### src/rtl/key_pad_pkg.sv
// Shared keypad definitions: emulator state set, key-code mapping and the
// default 1 ms tick length used by both the emulator and the scanner.
package key_pad_pkg;

  localparam int unsigned T1MS_DEFAULT = 50_000;

  typedef enum logic [2:0] {
    IDLE,
    BOUNCE_DN,
    HOLD,
    BOUNCE_UP,
    GAP
  } kp_state_t;

  function automatic logic [1:0] key_row(input logic [3:0] k);
    return k[3:2];
  endfunction

  function automatic logic [1:0] key_col(input logic [3:0] k);
    return k[1:0];
  endfunction

  // Passive matrix: only the latched key's row can be pulled low, and only
  // while its column is driven low and the contact is closed.
  function automatic logic [3:0] row_sense(input logic [3:0] k,
                                           input logic [3:0] col,
                                           input logic       closed);
    logic [3:0] r;
    r = '1;
    if (closed && !col[key_col(k)])
      r[key_row(k)] = 1'b0;
    return r;
  endfunction

endpackage

### src/rtl/key_pad_emu_tick_1ms.sv
// Free-running 0..T1MS-1 counter; tick is high on the last count of each period.
module tick_1ms
  import key_pad_pkg::*;
#(
  parameter int unsigned T1MS = T1MS_DEFAULT
) (
  input  logic clk,
  input  logic rst_n,
  output logic tick
);

  localparam int unsigned   CW   = (T1MS > 1) ? $clog2(T1MS) : 1;
  localparam logic [CW-1:0] LAST = CW'(T1MS - 1);

  logic [CW-1:0] count;

  always_ff @(posedge clk or negedge rst_n) begin
    if (!rst_n)
      count <= '0;
    else if (count == LAST)
      count <= '0;
    else
      count <= count + CW'(1);
  end

  assign tick = (count == LAST);

endmodule

### src/rtl/key_pad_emu.sv
// 4x4 matrix-keypad emulator: answers the scanner's active-low column drive
// with an active-low row for the requested key, with optional contact bounce.
module key_pad_emu
  import key_pad_pkg::*;
#(
  parameter int unsigned T1MS      = T1MS_DEFAULT,
  parameter int unsigned BOUNCE_MS = 4,
  parameter int unsigned GAP_MS    = 30
) (
  input  logic        clk,
  input  logic        rst_n,
  input  logic        start,
  input  logic [3:0]  key,
  input  logic [15:0] hold_ms,
  input  logic [3:0]  col,
  output logic [3:0]  row,
  output logic        busy,
  output logic        done,
  output logic        contact
);

  localparam bit         HAS_BOUNCE = (BOUNCE_MS != 0);
  localparam bit         HAS_GAP    = (GAP_MS != 0);
  localparam logic [7:0] B_LAST     = HAS_BOUNCE ? 8'(BOUNCE_MS - 1) : 8'd0;
  localparam logic [7:0] G_LAST     = HAS_GAP    ? 8'(GAP_MS - 1)    : 8'd0;

  kp_state_t   state_q, state_d;
  logic        contact_q, contact_d;
  logic [3:0]  key_q, key_d;
  logic [15:0] hold_q, hold_d;
  logic [7:0]  bcnt_q, bcnt_d;
  logic [15:0] hcnt_q, hcnt_d;
  logic [7:0]  gcnt_q, gcnt_d;
  logic        done_q, done_d;
  logic        tick;

  tick_1ms #(
    .T1MS(T1MS)
  ) u_tick (
    .clk  (clk),
    .rst_n(rst_n),
    .tick (tick)
  );

  always_ff @(posedge clk or negedge rst_n) begin
    if (!rst_n) begin
      state_q   <= IDLE;
      contact_q <= 1'b0;
      key_q     <= '0;
      hold_q    <= 16'd1;
      bcnt_q    <= '0;
      hcnt_q    <= '0;
      gcnt_q    <= '0;
      done_q    <= 1'b0;
    end else begin
      state_q   <= state_d;
      contact_q <= contact_d;
      key_q     <= key_d;
      hold_q    <= hold_d;
      bcnt_q    <= bcnt_d;
      hcnt_q    <= hcnt_d;
      gcnt_q    <= gcnt_d;
      done_q    <= done_d;
    end
  end

  always_comb begin
    state_d   = state_q;
    contact_d = contact_q;
    key_d     = key_q;
    hold_d    = hold_q;
    bcnt_d    = bcnt_q;
    hcnt_d    = hcnt_q;
    gcnt_d    = gcnt_q;
    done_d    = 1'b0;

    unique case (state_q)
      IDLE: begin
        if (start) begin
          key_d     = key;
          hold_d    = (hold_ms == '0) ? 16'd1 : hold_ms;
          contact_d = 1'b1;
          if (HAS_BOUNCE) begin
            state_d = BOUNCE_DN;
            bcnt_d  = '0;
          end else begin
            state_d = HOLD;
            hcnt_d  = '0;
          end
        end
      end

      BOUNCE_DN: begin
        if (tick) begin
          if (bcnt_q == B_LAST) begin
            contact_d = 1'b1;
            state_d   = HOLD;
            hcnt_d    = '0;
          end else begin
            contact_d = ~contact_q;
            bcnt_d    = bcnt_q + 8'd1;
          end
        end
      end

      HOLD: begin
        contact_d = 1'b1;
        if (tick) begin
          if (hcnt_q == hold_q - 16'd1) begin
            contact_d = 1'b0;
            if (HAS_BOUNCE) begin
              state_d = BOUNCE_UP;
              bcnt_d  = '0;
            end else begin
              state_d = GAP;
              gcnt_d  = '0;
            end
          end else begin
            hcnt_d = hcnt_q + 16'd1;
          end
        end
      end

      BOUNCE_UP: begin
        if (tick) begin
          if (bcnt_q == B_LAST) begin
            contact_d = 1'b0;
            state_d   = GAP;
            gcnt_d    = '0;
          end else begin
            contact_d = ~contact_q;
            bcnt_d    = bcnt_q + 8'd1;
          end
        end
      end

      GAP: begin
        contact_d = 1'b0;
        // done is registered so it lands on the first IDLE cycle with busy low
        if (!HAS_GAP || (tick && gcnt_q == G_LAST)) begin
          state_d = IDLE;
          done_d  = 1'b1;
        end else if (tick) begin
          gcnt_d = gcnt_q + 8'd1;
        end
      end

      default: begin
        state_d   = IDLE;
        contact_d = 1'b0;
      end
    endcase
  end

  assign row     = row_sense(key_q, col, contact_q);
  assign busy    = (state_q != IDLE);
  assign done    = done_q;
  assign contact = contact_q;

endmodule

### config.mk
export PLATFORM = sky130hd
export DESIGN_NAME = key_pad_emu
export DESIGN_NICKNAME = d
export VERILOG_FILES = /design/src/rtl/key_pad_pkg.sv /design/src/rtl/key_pad_emu_tick_1ms.sv /design/src/rtl/key_pad_emu.sv
export SDC_FILE = /design/constraint.sdc
export NUM_CORES = 1
export LEC_CHECK = 0
export BUFFER_PORTS_ARGS = -buffer_cell sky130_fd_sc_hd__clkbuf_2
export CORE_MARGIN = 4
export CORE_UTILIZATION = 40
export CTS_BUF_LIST = sky130_fd_sc_hd__clkbuf_16
export DETAILED_ROUTE_END_ITERATION = 10
export PLACE_DENSITY = 0.56
export SYNTH_ARGS = -nofsm -noshare
export SYNTH_HDL_FRONTEND = slang
export SYNTH_SLANG_ARGS = --single-unit
### constraint.sdc
create_clock -name clk -period 4 [get_ports clk]
set_input_delay 0 -clock clk [delete_from_list [all_inputs] [get_ports clk]]
set_output_delay 0 -clock clk [all_outputs]
set_load 0.01 [all_outputs]
; ---- Word-level counts from Yosys, hierarchy flattened
; Index checks and enable logic that the tools add are counted.
[totals]
latchBits = 0
romBits = 0
in_bits = 27
regBits = 73
memories = 0
mem_bits_rw = 0
[classes]
div_mod_pow = 0
mul = 0
shift = 0
n_addsub = 5
n_bitwise = 2
n_mux = 42
reduce_logical = 17
eq_ne = 21
magnitude_cmp = 3
[op_table]
columns = op, n
row1 = 16-bit 2-to-1 mux, 6
row2 = 8-bit 2-to-1 mux, 9
row3 = 16-bit by 1-bit adder with 16-bit output (second input constant), 2
row4 = 16-bit case mux with 2 select lines, 1
row5 = 3-bit 2-to-1 mux, 8
row6 = 2-bit != test (second input constant), 12
row7 = 8-bit case mux with 3 select lines, 1
row8 = 8-bit by 1-bit adder with 8-bit output (second input constant), 2
row9 = 16-bit equality test, 1
row10 = 16-bit equality test (second input constant), 1
row11 = 16-bit logical NOT, 1
row12 = 8-bit case mux with 2 select lines, 1
row13 = 16-bit by 1-bit subtractor with 16-bit output (second input constant), 1
row14 = 3-bit case mux with 5 select lines, 1
row15 = 1-bit 2-to-1 mux, 11
row16 = 5-bit AND reduction, 2
row17 = 8-bit by 2-bit equality test with 1-bit output (second input constant), 1
row18 = 8-bit by 5-bit equality test with 1-bit output (second input constant), 1
row19 = 8-bit AND reduction, 1
row20 = 3-bit by 2-bit equality test with 1-bit output (second input constant), 2
row21 = 2-bit by 3-bit < comparator with 1-bit output (second input constant), 2
row22 = 6-bit AND reduction, 1
row23 = 3-bit nonzero test, 2
row24 = 4-bit 2-to-1 mux, 1
row25 = other kinds (16), 19

; ---- Logic depth before layout (Yosys ltp)
[depth]
ltp_word = 6
depth_mapped = 12
ltp_nobuf = 9

; ---- Modules after synthesis
; From an unflattened synthesis, not the netlist that was laid out.
[unflattened]
hier_cells = 435
hier_area_um2 = 4216.5
[modules_own_cells]
columns = mod, seq_area_each_um2, n_inst, area_each_um2, cells_per_inst
row1 = key_pad_emu, 1427.6, 1, 3465.8, 367
row2 = tick_1ms, 400.4, 1, 750.7, 68

; ---- Worst setup path before layout
; No wires, ideal clock.
[synth_timing]
path_type = register to register
startpoint = reg hold_q[1]
endpoint = reg hcnt_q[11]
setup_ns = 0.119
path_stages_with_launch = 13
t_arrival_ns = 2.852
setup_slack_ns = 1.029
period_less_slack_ns = 2.971
cell_sequence = dfrtp_1 -> inv_1 -> ha_1 -> or3b_1 -> buf_2 -> or4_4 -> a211oi_2 -> a211oi_2 -> nor4_4 -> buf_6 -> buf_8 -> mux2i_1 -> nand2_1
[synth_via]
elab_chain_cells = 4
[synth_rtl]
columns = element, line
row1 = from (decl), key_pad_emu.sv:30  ; logic [15:0] hold_q, hold_d;
row2 = from (signal assigned), key_pad_emu.sv:59  ; hold_q <= hold_d;
row3 = 16-bit by 1-bit subtractor with 16-bit output, key_pad_emu.sv:109  ; if (hcnt_q == hold_q - 16'd1) begin
row4 = 16-bit equality test, key_pad_emu.sv:109
row5 = 2-bit != test (no source line), --
row6 = 5-bit AND reduction (no source line), --
row7 = to (signal assigned), key_pad_emu.sv:61  ; hcnt_q <= hcnt_d;
row8 = to (decl), key_pad_emu.sv:32  ; logic [15:0] hcnt_q, hcnt_d;
; Every way passes these cells.
; A chain may end at the register's enable or synchronous reset.

; ---- Final worst setup path
[layout_timing]
startpoint = reg hold_q[1]
endpoint = reg bcnt_q[0]
[layout_via]
elab_chain_cells = 4
[layout_rtl]
columns = element, line
row1 = 16-bit by 1-bit subtractor with 16-bit output, key_pad_emu.sv:109
row2 = 16-bit equality test, key_pad_emu.sv:109
row3 = 2-bit != test (no source line), --
row4 = 6-bit AND reduction (no source line), --
row5 = to (signal assigned), key_pad_emu.sv:60  ; bcnt_q <= bcnt_d;
row6 = to (decl), key_pad_emu.sv:31  ; logic [7:0] bcnt_q, bcnt_d;
; Every way passes these cells.

==> results by group <==
Status
  • Outcome: complete, no violations

Setup path
  • Origin of the critical flop-to-flop path: hold_q[1]$_DFFE_PN0P_
  • Worst Path Max Fanout: 33
  • CP Capture Type: flip-flop
  • Critical Path Source: hold_q[1]$_DFFE_PN0P_
  • Crit Path Category: flip-flop to flip-flop
  • Arrival time worst endpoint: 3480 ps
  • Startpoint Class: flip-flop
  • Critical path required time: between 4000 and 5000 ps

Yosys
  • Mean Syn Cell Area: 9.43 µm²
  • Count leader, synth: dfrtp_1
  • Top cells by count, synth: 72 x dfrtp_1, 45 x nor2_1, 34 x nand2_1
  • Mapped Area: between 0.004 and 0.005 mm²
  • Share of the synthesized area in the top cell type: 40.6%
  • Post-synth EDFFs: 0
  • Sequential share of the synthesized area: 41.2%
  • Most used flip-flop cell after synthesis: dfrtp_1
  • Unique cell type count in the Yosys netlist: 57
  • FFs w/ async S/R, synth: 100%
  • Cell taking the most area after synthesis: dfrtp_1
  • Mapped Cells: 470
  • Seq cells post-synth: between 70 and 80
  • Syn_nets: between 500 and 600
  • Top cells by area, synth: dfrtp_1 41%, mux2_2 5.1%, xor2_1 4.3%, nor2_1 3.8%, xnor2_1 3.2%
  • Ys Warns: 0

Finish
  • Multi-input gate area: between 0.002 and 0.0025 mm²
  • Final-stage net count: approximately 560
  • Fillers: around 1,000
  • Diodes inserted: 0
  • Share of post-route cells with drive strength above 1: approximately 17%
  • Area Overhead vs Synth: 17.4%
  • Register area: roughly 0.0018 mm²

Power and ir drop
  • Internal cell power: around 1.3 mW
  • Gate power share: approximately 10%
  • Leak pwr: ~2.2 nW
  • Sw frac: 25.6%
  • Peak VDD IR: 0.229 mV
  • Total chip power: around 1.7 mW
  • NetSw: about 0.44 mW
  • PwrDens: ~330 mW/mm²
  • Sequential share of power: 47.1%
  • Clock network fraction of design power: 42.6%

Timing
  • Worst clock skew: roughly 6.3 ps
  • Final setup violation count: 0
  • Peak Freq: 0.307 GHz
  • Fin. Hold Viols: 0
  • Measured slew at the worst slew-check pin: approximately 1100 ps
  • Post-Route Setup TNS: 0 ps
  • Unrepaired setup endpoints after global routing: no
  • Fin crit share: about four fifths
  • Pins Over Slew Limit: 0
  • Clock period minus final worst setup slack: ~3300 ps
  • Max-slew headroom: 27.1%

Floorplanning
  • I/O pins: 34
  • Effective utilization at floorplan: 40.9%
  • Die W: ~110 µm
  • Chip Height: approximately 110 µm
  • Core ar.: around 0.011 mm²
  • Core Rows: 38
  • Total Die Area: roughly 0.013 mm²

Flow run
  • Max-cap violations: 0

Placement
  • GP Congestion: about 0.79
  • IO Port Bufs: 33
  • Dpl hpwl: slightly above 7000 µm

CTS
  • Clk_lat worst skew: about 340 ps
  • Count of clock tree sinks: 73
  • CTS tree: built
  • CTS Buf Count: 9
  • Worst-case clock buffer depth: 2
  • Htree depth: 3
  • Post-CTS resize count: 0
  • Worst-path clk slew: 60 ps
  • Root buffer cell: clkbuf_16

Routing
  • Antenna Nets Post-Route: 0
  • Drt first-iter violations: ~150
  • Vias per cell: 5.63
  • Pre-antenna DRT Iters: 4
  • Vias: 3,753
  • Routed WL per cell: 15.7 µm
  • Post-Route WL: roughly 10,000 µm
  • Drc violations: 0

Worst hold path
  • Worst hold path class: primary input to flip-flop
  • Worst Hold Launch: start

Global routing
  • Largest net degree at the start of global routing: 74
  • First-pass GRT wire length: between 15,000 and 20,000 µm
  • GRT Util Overall: between 15 and 20%
  • Initial antenna violation count: 0
  • Global route overflow: 0
  • Vias in the first global route: about 3,700
-- power groups by stage --
stage	Clock, mW	Sequential [mW]	Combinational, mW
2_1_floorplan	0	0.806	0.114
3_3_place_gp	0	0.818	0.160
3_5_place_dp	0	0.819	0.162
4_1_cts	0.757	0.805	0.179
5_1_grt	0.788	0.810	0.201
6_report	0.728	0.805	0.177
-- stage by stage --
stage | hold WS (ps) | area [µm²] | setup WS [ps] | instances | util, %
floorplan | -296 | 4430 | 1030 | 470 | -
global placement | 210 | 4730 | 847 | 630 | 43.6
detailed placement | 219 | 4730 | 759 | 630 | 43.6
CTS | 62.2 | 5200 | 739 | 667 | 48.0
global route | 79.3 | 5200 | 511 | 667 | 48.0
finish | 70.6 | 5200 | 746 | 667 | 48.0
-- cells in the final DEF, fill, tap and decap left out, drive strengths merged, types with 4 or more instances in the layout --
master,synthesis,layout
clkbuf,11,41
or3b,7,7
o21ai,21,21
nor2,45,45
a221o,5,5
or3,16,16
xnor2,16,16
dfrtp,72,72
a21oi,19,19
or4,13,13
a31oi,9,9
dlygate4sd3,0,21
nand2b,7,7
nand4,12,12
xor2,22,22
nand3b,4,4
mux2,20,20
nor3,16,16
and2,4,4
and3,9,9
a21o,5,5
inv,10,12
mux2i,7,7
ha,6,6
nor4,11,11
nand3,22,22
buf,8,7
o31ai,8,8
nand2,34,34
-- timing repair --
action,CTS,global route
hold buffers,21,0
hold endpoints to repair,92,0
setup buffers,0,0
setup endpoints to repair,0,0
-- routing by layer --
metal / vias to the layer above / global-route usage [%] / wire (µm)
li1: 1853 / - / -
met1: 1840 / 23.0 / 4680
met2: 50 / 29.5 / 5240
met3: 10 / 4.65 / 416
met4: 0 / 5.69 / 155
met5: - / 0 / 0
-- registers in the layout (all words and copies together) (netlist names) --
| register | flops |
|---|---|
| u_tick.count | 16 |
| bcnt_q | 8 |
| gcnt_q | 8 |
| contact | 1 |
| hcnt_q | 16 |
| state_q | 3 |
| done | 1 |
| hold_q | 16 |
| key_q | 4 |
-- cells by family (layout without fill, tap and decap cells) --
group / count (synthesis) / in the layout / synth area share, %
buffers and inverters: 29 / 86 / 3.16
and+or+nand+nor: 215 / 215 / 27.2
adders and majority gates: 6 / 6 / 1.69
muxes: 28 / 28 / 7.17
DFF: 73 / 73 / 41.2
xor gates and xnor gates: 38 / 38 / 7.51
AOI/OAI and AO/OA: 81 / 81 / 12.0
-- path summary, 6_finish.rpt --
path | end | slack (ps) | cells after the start
worst max-delay path | bcnt_q[0]$_DFFE_PN0P_ | 750 | 10
worst min register to register | u_tick.count[0]$_DFF_PN0_ | 470 | 1
worst min-delay path | contact$_DFFE_PN0P_ | 70 | 3
min in group asynchronous | hold_q[14]$_DFFE_PN0P_ | 330 | 2
worst max register to register | bcnt_q[0]$_DFFE_PN0P_ | 750 | 10
max in group asynchronous | state_q[0]$_DFFE_PN0P_ | 3050 | 2
-- area by class of cell --
| class | instances | share of cell area (%) |
|---|---|---|
| Clock buffer | 9 | 4.33 |
| Clock inverter | 7 | 0.793 |
| Tap cell | 140 | 3.37 |
| Multi-Input combinational cell | 368 | 47.5 |
| Inverter | 10 | 0.721 |
| Timing Repair Buffer | 60 | 8.13 |
| Sequential cell | 73 | 35.1 |
-- critical path: stages, from the launching register on --
cell and delay [ps]:
dfrtp_1 400, inv_1 80, ha_1 200, or3b_1 500, or4_4 580, a211oi_2 260, a211oi_2 80, nor4_4 270
buf_4 350, a31oi_1 130, a221o_1 290
Note: power is estimated with default switching activity, not from simulation.
